**src/rtl/mips_core_pkg.sv**
```systemverilog
// Shared rename-stage types and sizing for the physical register free list.
package mips_core_pkg;

   localparam int NUM_ARCH_REGS = 32;
   localparam int NUM_PHYS_REGS = 64;
   localparam int TAG_W         = $clog2(NUM_PHYS_REGS);
   localparam int DEPTH         = NUM_PHYS_REGS - NUM_ARCH_REGS;
   localparam int IDX_W         = $clog2(DEPTH);
   // One extra MSB acts as the wrap bit that separates full from empty.
   localparam int PTR_W         = IDX_W + 1;

   typedef logic [TAG_W-1:0] PhysReg;
   typedef logic [PTR_W-1:0] FreeListPtr;

   // Advance a ring pointer: the index wraps DEPTH-1 -> 0 and the wrap bit toggles.
   function automatic FreeListPtr ptr_inc(input FreeListPtr p);
      if (p[IDX_W-1:0] == IDX_W'(DEPTH - 1)) begin
         return {~p[IDX_W], {IDX_W{1'b0}}};
      end
      return p + FreeListPtr'(1);
   endfunction

endpackage

```
**src/rtl/phys_reg_free_list_ring.sv**
```systemverilog
// Tag storage for the free list: DEPTH entries, one write port, one
// asynchronous read port. Reset loads the tags not mapped by the
// architectural registers (NUM_ARCH_REGS .. NUM_PHYS_REGS-1).
module phys_tag_ring
   import mips_core_pkg::*;
(
   input  logic             clk,
   input  logic             rst,
   input  logic             we,
   input  logic [IDX_W-1:0] waddr,
   input  PhysReg           wdata,
   input  logic [IDX_W-1:0] raddr,
   output PhysReg           rdata
);

   PhysReg mem [DEPTH];

   // Reset initialisation of every entry, otherwise a single write per cycle.
   always_ff @(posedge clk) begin
      if (rst) begin
         for (int i = 0; i < DEPTH; i++) begin
            mem[i] <= PhysReg'(NUM_ARCH_REGS + i);
         end
      end else if (we) begin
         mem[waddr] <= wdata;
      end
   end

   // Combinational read so the head tag is usable in the same cycle.
   always_comb begin
      rdata = mem[raddr];
   end

endmodule

```
**src/rtl/phys_reg_free_list.sv**
```systemverilog
// Physical register free list: circular buffer of unmapped tags with one
// allocation and one free per cycle and a single branch checkpoint of head.
//
// Handshake: alloc is valid/ready -- a tag transfers on an edge where
// alloc_req && alloc_ready && !recover; alloc_tag is stable whenever
// alloc_ready=1. free has no backpressure: a free into a full list is
// dropped and flagged through the sticky overflow_err.
module phys_reg_free_list
   import mips_core_pkg::*;
(
   input  logic   clk,
   input  logic   rst,
   input  logic   alloc_req,
   output logic   alloc_ready,
   output PhysReg alloc_tag,
   input  logic   free_valid,
   input  PhysReg free_tag,
   input  logic   ckpt_save,
   input  logic   ckpt_release,
   input  logic   recover,
   output logic   ckpt_valid,
   output PhysReg free_count,
   output logic   overflow_err
);

   FreeListPtr head;
   FreeListPtr tail;
   FreeListPtr snap;
   FreeListPtr head_next;
   logic       empty;
   logic       full;
   logic       alloc_fire;
   logic       free_fire;

   // Status from the pointers; free_count relies on DEPTH being a power of two
   // so the pointer difference modulo 2*DEPTH is the occupancy.
   always_comb begin
      empty       = (head == tail);
      full        = (head[IDX_W-1:0] == tail[IDX_W-1:0]) && (head[IDX_W] != tail[IDX_W]);
      alloc_ready = !empty;
      alloc_fire  = alloc_req && alloc_ready && !recover;
      free_fire   = free_valid && !full;
      head_next   = alloc_fire ? ptr_inc(head) : head;
      free_count  = PhysReg'(tail - head);
   end

   phys_tag_ring u_ring (
      .clk   (clk),
      .rst   (rst),
      .we    (free_fire),
      .waddr (tail[IDX_W-1:0]),
      .wdata (free_tag),
      .raddr (head[IDX_W-1:0]),
      .rdata (alloc_tag)
   );

   // Head, checkpoint and error flag; recover outranks save and release,
   // save outranks release, and tail moves independently of recovery.
   always_ff @(posedge clk) begin
      if (rst) begin
         head         <= '0;
         tail         <= {1'b1, {IDX_W{1'b0}}};
         snap         <= '0;
         ckpt_valid   <= 1'b0;
         overflow_err <= 1'b0;
      end else begin
         if (recover) begin
            if (ckpt_valid) begin
               head       <= snap;
               ckpt_valid <= 1'b0;
            end else begin
               overflow_err <= 1'b1;
            end
         end else begin
            head <= head_next;
            if (ckpt_save) begin
               // Snapshot after this cycle's allocation so the branch keeps its tag.
               snap       <= head_next;
               ckpt_valid <= 1'b1;
            end else if (ckpt_release) begin
               ckpt_valid <= 1'b0;
            end
         end

         if (free_fire) begin
            tail <= ptr_inc(tail);
         end
         if (free_valid && full) begin
            overflow_err <= 1'b1;
         end
      end
   end

endmodule

```
**config.mk**
```make
export PLATFORM = sky130hd
export DESIGN_NAME = phys_reg_free_list
export DESIGN_NICKNAME = d
export VERILOG_FILES = /design/src/rtl/mips_core_pkg.sv /design/src/rtl/phys_reg_free_list_ring.sv /design/src/rtl/phys_reg_free_list.sv
export SDC_FILE = /design/constraint.sdc
export NUM_CORES = 1
export LEC_CHECK = 0
export CORE_ASPECT_RATIO = 0.6
export CORE_UTILIZATION = 69
export CTS_CLUSTER_DIAMETER = 50
export DETAILED_ROUTE_END_ITERATION = 6
export DONT_BUFFER_PORTS = 1
export PLACE_DENSITY = 0.82
export SLEW_MARGIN = 30
export SYNTH_ARGS = -nofsm -noshare
export SYNTH_HDL_FRONTEND = slang
export SYNTH_SLANG_ARGS = --single-unit
```
**constraint.sdc**
```tcl
create_clock -name clk -period 3.7 [get_ports clk]
set_input_delay 0.74 -clock clk [delete_from_list [all_inputs] [get_ports clk]]
set_output_delay 0.74 -clock clk [all_outputs]
set_load 0.02 [all_outputs]
```
==> run_results.csv <==
group,metric,value,unit
routing,ant_nets,0,
grt,grt_pass1_vias,6413,
die,die_x,160.0,µm
sta,setup_slack,0.2533,ns
cells_and_area,design_area,11080,µm²
routing,wl_per_cell,27.14,µm
synth,syn_inst,766,
clock_tree,cts-resized-gates,0,
pwr,pwr-share-clk,38.8,%
pwr,power.switching,1.229,mW
sta,finalCriticalPeriod,3.447,ns
clock_tree,cts-root-buf,"clkbuf_16",
pwr,internal-power,4.051,mW
cells_and_area,fin_util,76.14,%
cells_and_area,final_layout_size_suffix_gt1_share,19.47,%
clock_tree,htree_levels,1,
synth,synth-seq-area-share,60.67,%
cells_and_area,area_growth,7.256,%
synth,synth_fp_nets,792,
cells_and_area,layout_commonest_cell,"edfxtp_1",
place,portBuffers,0,
sta,setup_tns,0,ns
cells_and_area,final_cell_mix,"edfxtp_1 (192), or3_1 (72), nor2_1 (51)",
sta,fmax,0.2901,GHz
synth,synth_enable_flop_cells,192,
worst_setup_path,worstSetupEndpointType,"output pin",
pwr,combPwrFrac,8.6,%
routing,drtIter0Drc,1000,
cells_and_area,n_antenna_cell,0,
cells_and_area,nNetsFinal,763,
clock_tree,cts_buffers,19,
synth,synth-seq-cells,217,
sta,maxSlewHeadroom,42.97,%
routing,drt-total-wl,25730,µm
synth,synthDistinctLibCells,57,
grt,grt_max_degree,54,
routing,firstDrtPassIters,5,
run,max_cap_violations,0,
pwr,p_leak,3.193,nW
grt,grt_pass1_wl,39900,µm
sta,finClkSkew,0.01859,ns
sta,holdWs,0.3062,ns
pwr,vdd_drop_max,0.0003498,V
worst_setup_path,worstPathArrival,2.71,ns
die,core_area,14550,µm²
sta,rsz0062_at_grt,"false",
synth,syn_area,10330,µm²
routing,wl_met2,11110,µm
pwr,switching_share,23.27,%
worst_hold_path,hold_class,"in -> reg",
routing,dr_wl_met3,4203,µm
cells_and_area,num-fill-cells,850,
clock_tree,cts_sinks,217,
sta,min_period_over_period,93.15,%
place,pre_cts_slack,0.8363,ns
sta,hold_viol_final,0,
routing,met1_length,9782,µm
pwr,power-per-cell-area,476.6,nW/µm²
routing,vias_per_cell,7.209,
place,place_area,10440,µm²
grt,antenna_found_initial,1,
grt,gr-total-overflow,0,
sta,setup_violations,0,
die,ios,28,
routing,routed.top_layer,"met5",
clock_tree,postCtsHoldBufs,0,
worst_setup_path,crit_path_max_fanout,35,
synth,synthFlopType,"edfxtp_1",
clock_tree,worstSkewPairLatency,0.50,ns
sta,finalMaxSlewViolations,0,
place,hpwl,16270,µm
routing,via_count,6834,
die,rows,34,
die,die_area,15480,µm²
sta,tightest_slew,0.8537,ns
die,start_util,70.99,%
clock_tree,tritoncts,"done",
worst_setup_path,worstSetupStartpointType,"flip-flop",
die,fp.dieH,96.77,µm
worst_setup_path,worst-endpoint-required,2.96,ns
run_status,status,"complete, no violations",
place,gp_congestion,0.8990,
synth,avgSynthCellArea,13.48,µm²
synth,synth_warnings,0,
routing,drcViolationCount,0,
grt,track_usage,35.03,%
pwr,seqPwrFrac,52.6,%
clock_tree,clockBufferDepth,3,
clock_tree,clk_pin_slew,0.07,ns
worst_setup_path,crit_type,"reg -> out",
worst_setup_path,reg2reg_slack,0.77,ns
clock_tree,postCtsSetupRepairBufs,0,
synth,synth_async_sr_flop_share,0,%
[final timing paths]
| path | cells past startpoint | end | start |
|---|---|---|---|
| max | 4 | alloc_tag[0] | flip-flop |
| min | 1 | overflow_err | rst |
| max reg2reg | 7 | u_ring.mem[21][4] | head[3] |
| min reg2reg | 2 | head[5] | snap[5] |
[stage by stage]
stage | power (mW) | cells
finish | 5.280 | 948
CTS | 5.267 | 948
detailed placement | 3.269 | 914
global route | 5.393 | 948
floorplan | 3.155 | 766
global placement | 3.249 | 914
[critical path, stage by stage, from the launching register on]
cell and delay (ns):
dfxtp_4 0.84, mux4_2 0.64, o22ai_1 0.38, nor4_1 0.14, buf_4 0.18
[power by group through the flow]
| stage | Sequential [mW] | Combinational, mW | Clock (mW) |
|---|---|---|---|
| 3_5_place_dp | 2.83 | 0.442 | 0 |
| 4_1_cts | 2.78 | 0.447 | 2.04 |
| 3_3_place_gp | 2.82 | 0.424 | 0 |
| 2_1_floorplan | 2.78 | 0.370 | 0 |
| 5_1_grt | 2.78 | 0.478 | 2.13 |
| 6_report | 2.78 | 0.453 | 2.05 |
[cells in the mapped netlist, types with 2 or more instances]
cell type  instances  area share, %
o211ai_1           2           0.15
o22ai_1           24            1.5
inv_1             14           0.51
o21a_1             3           0.22
nor4_1             6           0.36
mux4_2            48             10
a21oi_1           10           0.48
nor3_1            46            2.2
or3b_2             4           0.34
and2_1            33            2.0
o21ai_0            4           0.19
buf_2             10           0.48
nor2_1            51            1.9
buf_1              2          0.073
buf_6              3           0.33
a21o_1             5           0.36
mux2i_1            9           0.87
a211oi_1           5           0.36
ha_1              12            1.5
and2b_1            2           0.15
nand3b_1           6           0.44
nand2_1           50            1.8
dfxtp_1           25            4.8
and3_1             4           0.24
clkbuf_1          50            1.8
nand2b_1           3           0.18
o311ai_4           4            1.0
or3_1             72            4.4
a311oi_1           3           0.25
or2_2             31            1.9
or4b_2             2           0.19
nor2b_1            2           0.12
edfxtp_1         192             56
nand3_1            6           0.29
[cell families after synthesis]
logic type,after synthesis,share of synthesized area (%)
adders and majority gates,13,1.647
muxes,57,11.34
buffers and inverters,80,3.283
AOI/OAI and AO/OA,72,5.657
xor gates and xnor gates,4,0.5937
and+or+nand+nor,323,16.81
DFF,217,60.67
[flip-flops by register name, indices dropped and copies added (netlist names), named ones only]
register	cells
overflow_err	1
u_ring.mem	192
tail	6
snap	6
head	6
ckpt_valid	1
[layout make-up]
| cell class | instances | area [µm²] | area share, % |
|---|---|---|---|
| Clock inverter | 6 | 56.30 | 0.5082 |
| Sequential cell | 217 | 6271 | 56.61 |
| Clock buffer | 28 | 581.8 | 5.252 |
| Inverter | 14 | 52.55 | 0.4744 |
| Multi-Input combinational cell | 469 | 3724 | 33.61 |
| Timing Repair Buffer | 16 | 145.1 | 1.310 |
| Tap cell | 198 | 247.7 | 2.236 |
[metal layers]
| metal | vias to the layer above | GRT usage [%] |
|---|---|---|
| li1 | 2861 | - |
| met1 | 3359 | 54.68 |
| met2 | 550 | 49.40 |
| met3 | 62 | 9.949 |
| met4 | 2 | 8.059 |
| met5 | - | 0 |
(Power assumes the default switching activity.)
